<file path="config.mk">
export PLATFORM = sky130hd
export DESIGN_NAME = pc_ctrl_flat
export DESIGN_NICKNAME = d
export VERILOG_FILES = /design/src/rtl/cpu_pkg.sv /design/src/rtl/pc_ctrl_if.sv /design/src/rtl/irq_arb.sv /design/src/rtl/pc_ctrl.sv /design/src/flat_wrapper.sv
export SDC_FILE = /design/constraint.sdc
export NUM_CORES = 1
export LEC_CHECK = 0
export CAP_MARGIN = 20
export CORE_ASPECT_RATIO = 1.75
export CORE_MARGIN = 3
export CORE_UTILIZATION = 30
export DETAILED_ROUTE_END_ITERATION = 8
export PLACE_DENSITY_LB_ADDON = 0.08
export RECOVER_POWER = 50
export SETUP_SLACK_MARGIN = 0.1
export SYNTH_ARGS = -nofsm -noshare
export SYNTH_HDL_FRONTEND = slang
export SYNTH_SLANG_ARGS = --single-unit
export TNS_END_PERCENT = 30
</file>
<file path="constraint.sdc">
create_clock -name clk -period 5.7 [get_ports clk]
set_input_delay 0.855 -clock clk [delete_from_list [all_inputs] [get_ports clk]]
set_output_delay 0.855 -clock clk [all_outputs]
set_load 0.01 [all_outputs]
</file>
<file path="src/rtl/cpu_pkg.sv">
// ============================================================================
//  Module      : cpu_pkg
//  Description : Shared encodings and constants for the CPU core front end:
//                pc_src select codes, default vectors, interrupt cause width
//                and the handler-state type used by pc_ctrl.
//  Revision    : 1.0 - initial release
// ============================================================================
`default_nettype none

package cpu_pkg;

  // pc_src encodings (values 6 and 7 both select the reset vector)
  localparam logic [2:0] PC_SEQ   = 3'd0;
  localparam logic [2:0] PC_BR    = 3'd1;
  localparam logic [2:0] PC_J     = 3'd2;
  localparam logic [2:0] PC_JR    = 3'd3;
  localparam logic [2:0] PC_ILLOP = 3'd4;
  localparam logic [2:0] PC_XADR  = 3'd5;
  localparam logic [2:0] PC_RST   = 3'd6;

  // Default vectors
  localparam logic [31:0] DEF_RESET_VEC = 32'h8000_0000;
  localparam logic [31:0] DEF_ILLOP_VEC = 32'h8000_0004;
  localparam logic [31:0] DEF_XADR_VEC  = 32'h8000_0008;

  // Width of the interrupt cause field (up to 16 channels)
  localparam int CAUSE_W = 4;

  // Handler state: SVC_ACTIVE while an exception/interrupt handler runs
  typedef enum logic {
    SVC_IDLE   = 1'b0,
    SVC_ACTIVE = 1'b1
  } svc_state_e;

  // Index of the lowest set bit; 0 when no bit is set
  function automatic logic [CAUSE_W-1:0] lowest_set(input logic [15:0] v);
    logic [CAUSE_W-1:0] r;
    r = '0;
    for (int i = 15; i >= 0; i--) begin
      if (v[i]) r = CAUSE_W'(i);
    end
    return r;
  endfunction

endpackage

`default_nettype wire

</file>
<file path="src/rtl/pc_ctrl_if.sv">
// ============================================================================
//  Module      : pc_ctrl_if
//  Description : Decoder/ROM-side bundle of pc_ctrl.
//                master : control decoder side (drives redirect / irq inputs)
//                slave  : pc_ctrl side (drives pc, epc and interrupt status)
//  Signals     : stall, pc_src[2:0], br_taken, imm16[15:0], target26[25:0],
//                jr_addr[ADDR_W], eret, irq[NUM_IRQ], mask_we,
//                mask_wdata[NUM_IRQ]  -> pc_ctrl
//                pc, pc_plus4, epc [ADDR_W], irq_take, irq_cause[4],
//                irq_pending[NUM_IRQ], in_service  <- pc_ctrl
//  Revision    : 1.0 - initial release
// ============================================================================
`default_nettype none

interface pc_ctrl_if #(
  parameter int ADDR_W  = 32,
  parameter int NUM_IRQ = 4
);

  logic                        stall;
  logic [2:0]                  pc_src;
  logic                        br_taken;
  logic [15:0]                 imm16;
  logic [25:0]                 target26;
  logic [ADDR_W-1:0]           jr_addr;
  logic                        eret;
  logic [NUM_IRQ-1:0]          irq;
  logic                        mask_we;
  logic [NUM_IRQ-1:0]          mask_wdata;

  logic [ADDR_W-1:0]           pc;
  logic [ADDR_W-1:0]           pc_plus4;
  logic [ADDR_W-1:0]           epc;
  logic                        irq_take;
  logic [cpu_pkg::CAUSE_W-1:0] irq_cause;
  logic [NUM_IRQ-1:0]          irq_pending;
  logic                        in_service;

  modport master (
    output stall, pc_src, br_taken, imm16, target26, jr_addr, eret,
           irq, mask_we, mask_wdata,
    input  pc, pc_plus4, epc, irq_take, irq_cause, irq_pending, in_service
  );

  modport slave (
    input  stall, pc_src, br_taken, imm16, target26, jr_addr, eret,
           irq, mask_we, mask_wdata,
    output pc, pc_plus4, epc, irq_take, irq_cause, irq_pending, in_service
  );

endinterface

`default_nettype wire

</file>
<file path="src/rtl/irq_arb.sv">
// ============================================================================
//  Module      : irq_arb
//  Description : Interrupt edge detect, pending latch, enable mask and
//                fixed-priority (lowest index wins) encoder.
//  Ports       : clk, reset        - clock, async active-high reset
//                i_irq             - level requests, synchronous to clk
//                i_mask_we/wdata   - enable-mask write
//                i_take            - the current winner is being entered
//                o_any_req         - some pending channel is enabled
//                o_cause           - index of the winning channel
//                o_pending         - pending bits
//  Revision    : 1.0 - initial release
// ============================================================================
`default_nettype none

module irq_arb
  import cpu_pkg::*;
#(
  parameter int NUM_IRQ = 4
) (
  input  wire logic               clk,
  input  wire logic               reset,
  input  wire logic [NUM_IRQ-1:0] i_irq,
  input  wire logic               i_mask_we,
  input  wire logic [NUM_IRQ-1:0] i_mask_wdata,
  input  wire logic               i_take,
  output logic                    o_any_req,
  output logic [CAUSE_W-1:0]      o_cause,
  output logic [NUM_IRQ-1:0]      o_pending
);

  logic [NUM_IRQ-1:0] r_irq_d;
  logic [NUM_IRQ-1:0] r_pend;
  logic [NUM_IRQ-1:0] r_mask;

  logic [NUM_IRQ-1:0] w_rise;
  logic [NUM_IRQ-1:0] w_act;
  logic [NUM_IRQ-1:0] w_clr;
  logic [CAUSE_W-1:0] w_cause;

  assign w_rise  = i_irq & ~r_irq_d;
  assign w_act   = r_pend & r_mask;
  assign w_cause = lowest_set(16'(w_act));
  assign w_clr   = i_take ? (NUM_IRQ'(1) << w_cause) : '0;

  always_ff @(posedge clk or posedge reset) begin
    if (reset) begin
      r_irq_d <= '0;
      r_pend  <= '0;
      r_mask  <= '0;
    end else begin
      r_irq_d <= i_irq;
      // OR-ing the new edges after the clear lets a fresh edge win
      r_pend  <= (r_pend & ~w_clr) | w_rise;
      if (i_mask_we) r_mask <= i_mask_wdata;
    end
  end

  assign o_any_req = |w_act;
  assign o_cause   = w_cause;
  assign o_pending = r_pend;

endmodule

`default_nettype wire

</file>
<file path="src/rtl/pc_ctrl.sv">
// ============================================================================
//  Module      : pc_ctrl
//  Description : Program counter and interrupt-entry unit. Holds PC, EPC and
//                the handler state, selects the next PC with priority
//                exception > eret > interrupt > pc_src, and hosts irq_arb.
//                Requires ADDR_W >= 29 (jump keeps pc_plus4[ADDR_W-1:28]).
//  Ports       : clk, reset  - clock, async active-high reset
//                bus         - pc_ctrl_if.slave (decoder inputs, pc/epc and
//                              interrupt status outputs)
//  Build macro : IRQ_VECTORED_EN - when defined, interrupt entry goes to
//                ILLOP_VEC + 16 + 8*cause instead of ILLOP_VEC.
//  Revision    : 1.0 - initial release
// ============================================================================
`default_nettype none

module pc_ctrl
  import cpu_pkg::*;
#(
  parameter int              ADDR_W    = 32,
  parameter int              NUM_IRQ   = 4,
  parameter logic [ADDR_W-1:0] RESET_VEC = ADDR_W'(DEF_RESET_VEC),
  parameter logic [ADDR_W-1:0] ILLOP_VEC = ADDR_W'(DEF_ILLOP_VEC),
  parameter logic [ADDR_W-1:0] XADR_VEC  = ADDR_W'(DEF_XADR_VEC)
) (
  input wire logic clk,
  input wire logic reset,
  pc_ctrl_if.slave bus
);

  localparam int MSB = ADDR_W - 1;

  logic [ADDR_W-1:0]  r_pc;
  logic [ADDR_W-1:0]  r_epc;
  svc_state_e         r_state;
  logic               r_irq_take;
  logic [CAUSE_W-1:0] r_irq_cause;

  logic [ADDR_W-1:0]  w_pc_nxt;
  logic [ADDR_W-1:0]  w_epc_nxt;
  svc_state_e         w_state_nxt;
  logic               w_take;

  logic               w_any_req;
  logic [CAUSE_W-1:0] w_cause;

  logic [MSB-1:0]     w_pc_inc;
  logic [ADDR_W-1:0]  w_pc_p4;
  logic [MSB-1:0]     w_br_off;
  logic [MSB-1:0]     w_br_sum;
  logic [ADDR_W-1:0]  w_br_tgt;
  logic [ADDR_W-1:0]  w_j_tgt;
  logic [ADDR_W-1:0]  w_jr_tgt;
  logic [ADDR_W-1:0]  w_irq_vec;
  logic               w_exc;

  // Sequential and branch arithmetic never carries into the kernel bit
  assign w_pc_inc = r_pc[MSB-1:0] + MSB'(4);
  assign w_pc_p4  = {r_pc[MSB], w_pc_inc};
  assign w_br_off = {{(ADDR_W-19){bus.imm16[15]}}, bus.imm16, 2'b00};
  assign w_br_sum = w_pc_p4[MSB-1:0] + w_br_off;
  assign w_br_tgt = {r_pc[MSB], w_br_sum};
  assign w_j_tgt  = {w_pc_p4[MSB:28], bus.target26, 2'b00};
  // User code may not jump into kernel space through a register
  assign w_jr_tgt = r_pc[MSB] ? bus.jr_addr : {1'b0, bus.jr_addr[MSB-1:0]};

`ifdef IRQ_VECTORED_EN
  assign w_irq_vec = ILLOP_VEC + ADDR_W'(16) + (ADDR_W'(w_cause) << 3);
`else
  assign w_irq_vec = ILLOP_VEC;
`endif

  assign w_exc = (bus.pc_src == PC_ILLOP) || (bus.pc_src == PC_XADR);

  always_comb begin
    w_pc_nxt    = r_pc;
    w_epc_nxt   = r_epc;
    w_state_nxt = r_state;
    w_take      = 1'b0;
    if (!bus.stall) begin
      if (w_exc) begin
        w_pc_nxt    = (bus.pc_src == PC_ILLOP) ? ILLOP_VEC : XADR_VEC;
        w_epc_nxt   = r_pc;
        w_state_nxt = SVC_ACTIVE;
      end else if (bus.eret) begin
        w_pc_nxt    = r_epc;
        w_state_nxt = SVC_IDLE;
      end else if (w_any_req && !r_pc[MSB] && (r_state == SVC_IDLE)) begin
        // EPC holds the interrupted instruction so it is replayed on eret
        w_take      = 1'b1;
        w_pc_nxt    = w_irq_vec;
        w_epc_nxt   = r_pc;
        w_state_nxt = SVC_ACTIVE;
      end else begin
        case (bus.pc_src)
          PC_SEQ:  w_pc_nxt = w_pc_p4;
          PC_BR:   w_pc_nxt = bus.br_taken ? w_br_tgt : w_pc_p4;
          PC_J:    w_pc_nxt = w_j_tgt;
          PC_JR:   w_pc_nxt = w_jr_tgt;
          default: w_pc_nxt = RESET_VEC;
        endcase
      end
    end
  end

  always_ff @(posedge clk or posedge reset) begin
    if (reset) begin
      r_pc        <= RESET_VEC;
      r_epc       <= '0;
      r_state     <= SVC_IDLE;
      r_irq_take  <= 1'b0;
      r_irq_cause <= '0;
    end else begin
      r_pc       <= w_pc_nxt;
      r_epc      <= w_epc_nxt;
      r_state    <= w_state_nxt;
      r_irq_take <= w_take;
      // Cause is held so the handler can read it after the entry pulse
      if (w_take) r_irq_cause <= w_cause;
    end
  end

  irq_arb #(
    .NUM_IRQ (NUM_IRQ)
  ) u_irq_arb (
    .clk          (clk),
    .reset        (reset),
    .i_irq        (bus.irq),
    .i_mask_we    (bus.mask_we),
    .i_mask_wdata (bus.mask_wdata),
    .i_take       (w_take),
    .o_any_req    (w_any_req),
    .o_cause      (w_cause),
    .o_pending    (bus.irq_pending)
  );

  assign bus.pc         = r_pc;
  assign bus.pc_plus4   = w_pc_p4;
  assign bus.epc        = r_epc;
  assign bus.irq_take   = r_irq_take;
  assign bus.irq_cause  = r_irq_cause;
  assign bus.in_service = (r_state == SVC_ACTIVE);

endmodule

`default_nettype wire

</file>
<file path="src/flat_wrapper.sv">
// flat-port wrapper written by rule: the top's interface ports become plain ports
module pc_ctrl_flat import cpu_pkg::*;
#(
  parameter int              ADDR_W    = 32,
  parameter int              NUM_IRQ   = 4,
  parameter logic [ADDR_W-1:0] RESET_VEC = ADDR_W'(DEF_RESET_VEC),
  parameter logic [ADDR_W-1:0] ILLOP_VEC = ADDR_W'(DEF_ILLOP_VEC),
  parameter logic [ADDR_W-1:0] XADR_VEC  = ADDR_W'(DEF_XADR_VEC)
)
  (clk, reset, bus_stall, bus_pc_src, bus_br_taken, bus_imm16, bus_target26, bus_jr_addr, bus_eret, bus_irq, bus_mask_we, bus_mask_wdata, bus_pc, bus_pc_plus4, bus_epc, bus_irq_take, bus_irq_cause, bus_irq_pending, bus_in_service);
  pc_ctrl_if #(.ADDR_W(ADDR_W), .NUM_IRQ(NUM_IRQ)) bus_i ();
  input wire logic clk;
  input wire logic reset;
  input wire logic [$bits(bus_i.stall)-1:0] bus_stall;
  input wire logic [$bits(bus_i.pc_src)-1:0] bus_pc_src;
  input wire logic [$bits(bus_i.br_taken)-1:0] bus_br_taken;
  input wire logic [$bits(bus_i.imm16)-1:0] bus_imm16;
  input wire logic [$bits(bus_i.target26)-1:0] bus_target26;
  input wire logic [$bits(bus_i.jr_addr)-1:0] bus_jr_addr;
  input wire logic [$bits(bus_i.eret)-1:0] bus_eret;
  input wire logic [$bits(bus_i.irq)-1:0] bus_irq;
  input wire logic [$bits(bus_i.mask_we)-1:0] bus_mask_we;
  input wire logic [$bits(bus_i.mask_wdata)-1:0] bus_mask_wdata;
  output wire logic [$bits(bus_i.pc)-1:0] bus_pc;
  output wire logic [$bits(bus_i.pc_plus4)-1:0] bus_pc_plus4;
  output wire logic [$bits(bus_i.epc)-1:0] bus_epc;
  output wire logic [$bits(bus_i.irq_take)-1:0] bus_irq_take;
  output wire logic [$bits(bus_i.irq_cause)-1:0] bus_irq_cause;
  output wire logic [$bits(bus_i.irq_pending)-1:0] bus_irq_pending;
  output wire logic [$bits(bus_i.in_service)-1:0] bus_in_service;
  assign bus_i.stall = bus_stall;
  assign bus_i.pc_src = bus_pc_src;
  assign bus_i.br_taken = bus_br_taken;
  assign bus_i.imm16 = bus_imm16;
  assign bus_i.target26 = bus_target26;
  assign bus_i.jr_addr = bus_jr_addr;
  assign bus_i.eret = bus_eret;
  assign bus_i.irq = bus_irq;
  assign bus_i.mask_we = bus_mask_we;
  assign bus_i.mask_wdata = bus_mask_wdata;
  assign bus_pc = bus_i.pc;
  assign bus_pc_plus4 = bus_i.pc_plus4;
  assign bus_epc = bus_i.epc;
  assign bus_irq_take = bus_i.irq_take;
  assign bus_irq_cause = bus_i.irq_cause;
  assign bus_irq_pending = bus_i.irq_pending;
  assign bus_in_service = bus_i.in_service;
  pc_ctrl #(.ADDR_W(ADDR_W), .NUM_IRQ(NUM_IRQ), .RESET_VEC(RESET_VEC), .ILLOP_VEC(ILLOP_VEC), .XADR_VEC(XADR_VEC)) u_core (.clk(clk), .reset(reset), .bus(bus_i));
endmodule
</file>
==> metrics.yaml, run 1 <==
floorplanning:
  core-area_mm2: 0.0200
  rows: 68
  dieWidth_um: 114
  initial_utilization_pct: 30.9
  die_y_um: 196
  dieArea_mm2: 0.0224
  io_pins: 197
power_and_ir_drop:
  ir_drop_uv: 172
  power_density_mw_per_mm2: 236
  power_uw: 2060
  p_leak_uw: 0.00376
synth:
  synth-compound-area-share_pct: 24.3
  synth_top_area_cell: "dfrtp_1"
  synthCells: 696
  synth_mux_area_share_pct: 8.48
  synth_top_family_by_area: "compound AO/OA/AOI/OAI gates"
  syn_area_per_cell_um2: 8.86
  synth_cell_types: 65
  yosys-top-cells-area: "dfrtp_1 32%, mux2_2 7.7%, ha_1 6.9%"
  async_flop_share_pct: 100
  synth-seq-cells: 80
  ys_seq_area_share_pct: 32.5
  netlist_area_mm2: 0.00617
  synth_top_area_share_pct: 32.0
  yosysMostFrequentCell: "dfrtp_1"
  yosysWarnings: 0
  synthTopCellsByCount: "79 x dfrtp_1, 61 x nand2_1, 61 x nor2_1, 45 x a21oi_1, 43 x o21ai_0"
  synth_fa_ha_area_share_pct: 7.22
  synth-edff-count: 0
  synth_flop_cell: "dfrtp_1"
  synth_xor_area_share_pct: 6.96
  synthSimpleGateAreaFrac_pct: 16.4
clocking:
  ctsLongestPathBuffers: 2
  post_cts_resized: 0
  numClockSinks: 80
  numCtsBuffers: 9
  clk_latency_ns: 0.36
  clkTransAtPathRegs_ns: 0.07
  post_cts.repair.setup_buffers: 0
  ctsHoldBuffers: 0
  cts_max_level: 3
  cts_tree: "yes"
  cts-root-buf: "clkbuf_16"
setup_path:
  required_ns: 5.94
  cp_max_fo: 6
  worstRegToRegCells: 14
  critPathLaunchType: "register"
  critPathArrivalTime_ns: 4.39
  cp-end-kind: "register"
  path_class: "register to register"
run_status:
  outcome: "finished, violations left"
  violations: "max-capacitance violations, max-slew violations"
sta:
  finalCriticalPeriod_ns: 4.15
  setup_violations: 0
  fin_skew_ns: 0.00964
  hold_viol: 0
  worst_pin_slew_ns: 1.61
  rsz0062_at_grt: "no"
  fin_tns_setup_ns: 0
  fin_ws_ns: 1.55
  fmax_ghz: 0.241
  slew_headroom_pct: -7.87
  finalCritPeriodShare_pct: 72.8
  maxSlewViolCount: 33
route:
  post-route-drc-count: 0
  dr.pass1.iters: 6
  drt_iter0_markers: 566
  routed_via_density: 5.78
  ant_nets: 0
  wl_per_cell_um: 25.4
  routed_wl_mm: 28.5
  vias: 6499
hold_path:
  hold_path_class: "register to register"
  hold_depth: 1
final_layout:
  layout.nets: 1001
  syn2layout_area_growth_pct: 41.0
  final_cells: 1125
  diodes: 0
  drive_gt1_share_pct: 9.55
  fin_util_pct: 43.5
global_route:
  grtUsageTotal_pct: 25.6
  antenna_found_initial: 0
  overflow: 0
  grt_pass1_wl_mm: 42.9
  grt_pass1_vias: 6853
  grt_max_degree: 50
place:
  pre_cts_ws_ns: 1.46
  placed_cells: 1109
  gp_congestion: 0.906
  hpwl_mm: 22.2
  io_buffers: 194
job:
  drv_cap: 1
## final cells by class
type / instances / area, um^2
fillers: 1990 / 11300
multi-input cells: 557 / 3940
clock buffers: 10 / 229
well taps: 245 / 307
repair buffers: 207 / 2040
clock inverters: 6 / 108
flip-flops and latches: 80 / 2000
inverters: 20 / 76.3
## flip-flops by register name (all words and copies together) (netlist names)
name / count
u_core.bus.epc: 32
u_core.u_irq_arb.o_pending: 4
u_core.bus.pc: 32
u_core.bus.irq_cause: 2
u_core.u_irq_arb.r_mask: 4
u_core.bus.in_service: 1
u_core.bus.irq_take: 1
u_core.u_irq_arb.r_irq_d: 4
## power by group
group / internal [uW] / switching [uW]
Clock: 427 / 253
Sequential: 627 / 73.0
Combinational: 327 / 350
Total: 1380 / 676
## critical path: stages, from the launching register on
cell and delay [ns]:
dfrtp_1 0.45, ha_1 0.26, nand4_1 0.15, nor3_1 0.52, nand3_1 0.18, xnor2_1 0.44
ha_1 0.31, nand2_1 0.14, o21a_1 0.22, o31a_1 0.10, a31o_2 0.26, o31ai_4 0.41
nand4_1 0.15, a311oi_1 0.32, a21oi_1 0.10
## worst paths after layout
check / to / from / slack, ns
worst min-delay path: u_core.u_irq_arb.o_pending[0] / u_core.u_irq_arb.r_irq_d[0] / 0.43
worst max-delay path: u_core.bus.pc[30] / u_core.bus.pc[2] / 1.55
min in group asynchronous: u_core.u_irq_arb.r_irq_d[3] / reset / 1.34
max in group asynchronous: u_core.bus.epc[20] / reset / 2.99
worst min register to register: u_core.u_irq_arb.o_pending[0] / u_core.u_irq_arb.r_irq_d[0] / 0.43
worst max register to register: u_core.bus.pc[30] / u_core.bus.pc[2] / 1.55
## cells in the final DEF (no fill, tap or decap), types with 14 or more instances in the layout
master,synthesis,layout
dfrtp_1,79,79
clkdlybuf4s50_1,0,144
dlygate4sd3_1,0,50
a21oi_1,45,44
ha_1,34,34
nand3_1,19,19
nand2_1,61,61
xor2_1,20,20
o21ai_0,43,43
nor2_1,61,61
inv_1,20,19
a22oi_1,21,21
nand4_1,14,14
xnor2_1,29,29
a222oi_1,27,27
mux2_2,42,42
## per-stage QoR
step	hold slack, ns	instance area, um^2
finish	0.431	8700
global route	0.455	8700
CTS	0.431	8700
detailed placement	0.422	8370
global placement	0.403	8350
floorplan	0.400	6170
## layer usage
metal	GRT usage, %	share of wire (%)	vias up
li1	-	-	2958
met1	27.7	36	3214
met2	47.5	55	270
met3	4.29	5.6	57
met4	11.3	3.8	0
met5	0	0	-
## kinds of logic (layout without fill, tap and decap cells)
logic type               after synthesis  count (layout)
AND/OR/NAND/NOR                      208             208
buffers and inverters                 60             243
adder cells (fa/ha/maj)               35              35
multiplexers                          47              47
flip-flops                            80              80
XOR/XNOR                              49              49
other                                  1               2
AO/OA/AOI/OAI                        216             216
(Power assumes the default switching activity.)
==> run 2, diff against run 1 <==
==> constraint.sdc (replaced) <==
create_clock -name clk -period 3.4 [get_ports clk]
set_input_delay 0.51 -clock clk [delete_from_list [all_inputs] [get_ports clk]]
set_output_delay 0.51 -clock clk [all_outputs]
set_load 0.01 [all_outputs]
==> run 2 against run 1 <==
Effect of this change: the run ends with negative setup slack left; global-route usage up 0.38 points; die area unchanged; power up 81%; utilization up 9.0 points; sequential share of layout area down 3.9 points; critical path type is now register to primary output; critical endpoint is now bus_pc_plus4[30]; largest cell class unchanged; largest power group is now combinational cells.
==> metrics.yaml, run 2 (same netlist as run 1, synthesis figures left out) <==
run_status:
  outcome: "finished, violations left"  # unchanged
  violations: "negative setup slack"  # was max-capacitance violations, max-slew violations
hold_path:
  hold_path_class: "register to register"  # unchanged
  worstHoldStart: "u_core.u_irq_arb.r_irq_d[2]"  # was u_core.u_irq_arb.r_irq_d[0]
floorplanning:
  die_y_um: 196  # unchanged
  dieWidth_um: 114  # unchanged
  initial_utilization_pct: 30.9  # unchanged
  dieArea_mm2: 0.0224  # unchanged
  core-area_mm2: 0.0200  # unchanged
  io_pins: 197  # unchanged
  rows: 68  # unchanged
route:
  drt_iter0_markers: 455  # was 566
  routed_via_density: 5.54  # was 5.78
  vias: 7004  # was 6499
  ant_nets: 0  # unchanged
  post-route-drc-count: 0  # unchanged
  dr.pass1.iters: 9  # was 6
  wl_per_cell_um: 23.3  # was 25.4 um
  routed_wl_mm: 29.5  # was 28.5 mm
global_route:
  grt_max_degree: 46  # was 50
  grtUsageTotal_pct: 26.0  # was 25.6%
  overflow: 0  # unchanged
  antenna_found_initial: 0  # unchanged
  grt_pass1_wl_mm: 44.5  # was 42.9 mm
  grt_pass1_vias: 7535  # was 6853
setup_path:
  critPathArrivalTime_ns: 2.93  # was 4.39 ns
  critPathLaunch: "u_core.bus.pc[22]"  # was u_core.bus.pc[2]
  cp_max_fo: 8  # was 6
  path_class: "register to primary output"  # was register to register
  cp-end-kind: "primary output"  # was register
  critPathLaunchType: "register"  # unchanged
  required_ns: 2.89  # was 5.94 ns
  rr_startpoint: "u_core.bus.pc[3]"  # was u_core.bus.pc[2]
final_layout:
  syn2layout_area_growth_pct: 70.2  # was 41.0%
  drive_gt1_share_pct: 31.2  # was 9.55%
  layout.nets: 1141  # was 1001
  diodes: 0  # unchanged
  final_common_cell: "clkdlybuf4s50_1"  # unchanged
  final_cell_mix: "143 x clkdlybuf4s50_1, 142 x buf_4, 76 x dfrtp_1"  # was 144 x clkdlybuf4s50_1, 79 x dfrtp_1, 61 x nor2_1, 61 x nand2_1, 50 x dlygate4sd3_1
power_and_ir_drop:
  p_leak_uw: 0.00476  # was 0.00376 uW
  ir_drop_uv: 282  # was 172 uV
  power_uw: 3720  # was 2060 uW
  power_density_mw_per_mm2: 354  # was 236 mW/mm^2
sta:
  fin_ws_ns: -0.0366  # was 1.55 ns
  fin_tns_setup_ns: -0.0598  # was 0 ns
  hold_viol: 0  # unchanged
  maxSlewViolCount: 0  # was 33
  finalCriticalPeriod_ns: 3.44
  setup_violations: 3  # was 0
  fin_skew_ns: 0.0100  # was 0.00964 ns
  worst_pin_slew_ns: 1.23  # was 1.61 ns
  fmax_ghz: 0.291
  finalCritPeriodShare_pct: 101
  rsz0062_at_grt: "yes"  # was no
  slew_headroom_pct: 17.8  # was -7.87%
job:
  drv_cap: 0  # was 1
place:
  hpwl_mm: 23.2  # was 22.2 mm
  gp_congestion: 0.951  # was 0.906
  io_buffers: 194  # unchanged
clocking:
  clkTransAtPathRegs_ns: 0.06  # was 0.07 ns
  cts_max_level: 3  # unchanged
  clk_latency_ns: 0.36  # about the same
  ctsLongestPathBuffers: 2  # unchanged
  numClockSinks: 80  # unchanged
  cts_tree: "yes"  # unchanged
  cts-root-buf: "clkbuf_16"  # unchanged
  numCtsBuffers: 9  # unchanged
-- run 2: critical path: stages (launching register included) --
cell and delay (ns):
dfrtp_1 0.60, nand4_1 0.40, nor4_1 0.38, nand3_1 0.13, xnor2_1 0.39, clkdlybuf4s50_1 0.65
-- run 2: cell type report --
type,count,area [um^2]
Clock buffer,11,233
Clock inverter,5,108
Fill cell,1894,9490
Inverter,20,76.3
Multi-Input combinational cell,557,4620
Sequential cell,80,2010
Tap cell,245,307
Timing Repair Buffer,347,3150
-- run 2: stage by stage --
step	instances	cell area [um^2]	setup slack, ns	hold slack, ns	util (%)
finish	1265	10500	-0.0366	0.416	52.5
global route	1265	10500	-0.192	0.443	52.5
CTS	1252	9920	0.0128	0.420	49.6
detailed placement	1226	9330	-0.419	0.412	46.7
global placement	1226	9330	-0.428	0.407	46.7
floorplan	697	6230	0.0522	0.400	-
-- run 2: metal layers --
metal  up-vias  track usage, %  wire length (um)
li1       3244               -                 -
met1      3439            28.8             10800
met2       252            48.7             16000
met3        69            3.67              1410
met4         0            9.91              1220
met5         -               0                 0
-- run 2: repair_timing --
action                                  CTS  global route
gates resized for setup                  36           101
endpoints found under the setup margin   15            29
pin swaps                                12            61
setup buffers                            10            14
hold buffers                              0             0
-- run 2: path summary, 6_finish.rpt --
kind                                                  to  slack, ns  cells past startpoint
setup / recovery                        bus_pc_plus4[30]      -0.04                      5
hold / removal             u_core.u_irq_arb.o_pending[2]       0.42                      1
setup reg to reg                       u_core.bus.pc[25]      -0.01                     16
hold reg to reg            u_core.u_irq_arb.o_pending[2]       0.42                      1
max in group asynchronous             u_core.bus.epc[19]       1.06                      3
min in group asynchronous  u_core.u_irq_arb.o_pending[2]       0.71                      2
-- run 2: report_power, final --
part / switching (uW) / leakage [uW] / internal, uW
Clock: 429 / 0.000164 / 721
Combinational: 687 / 0.00355 / 735
Sequential: 96.8 / 0.00104 / 1050
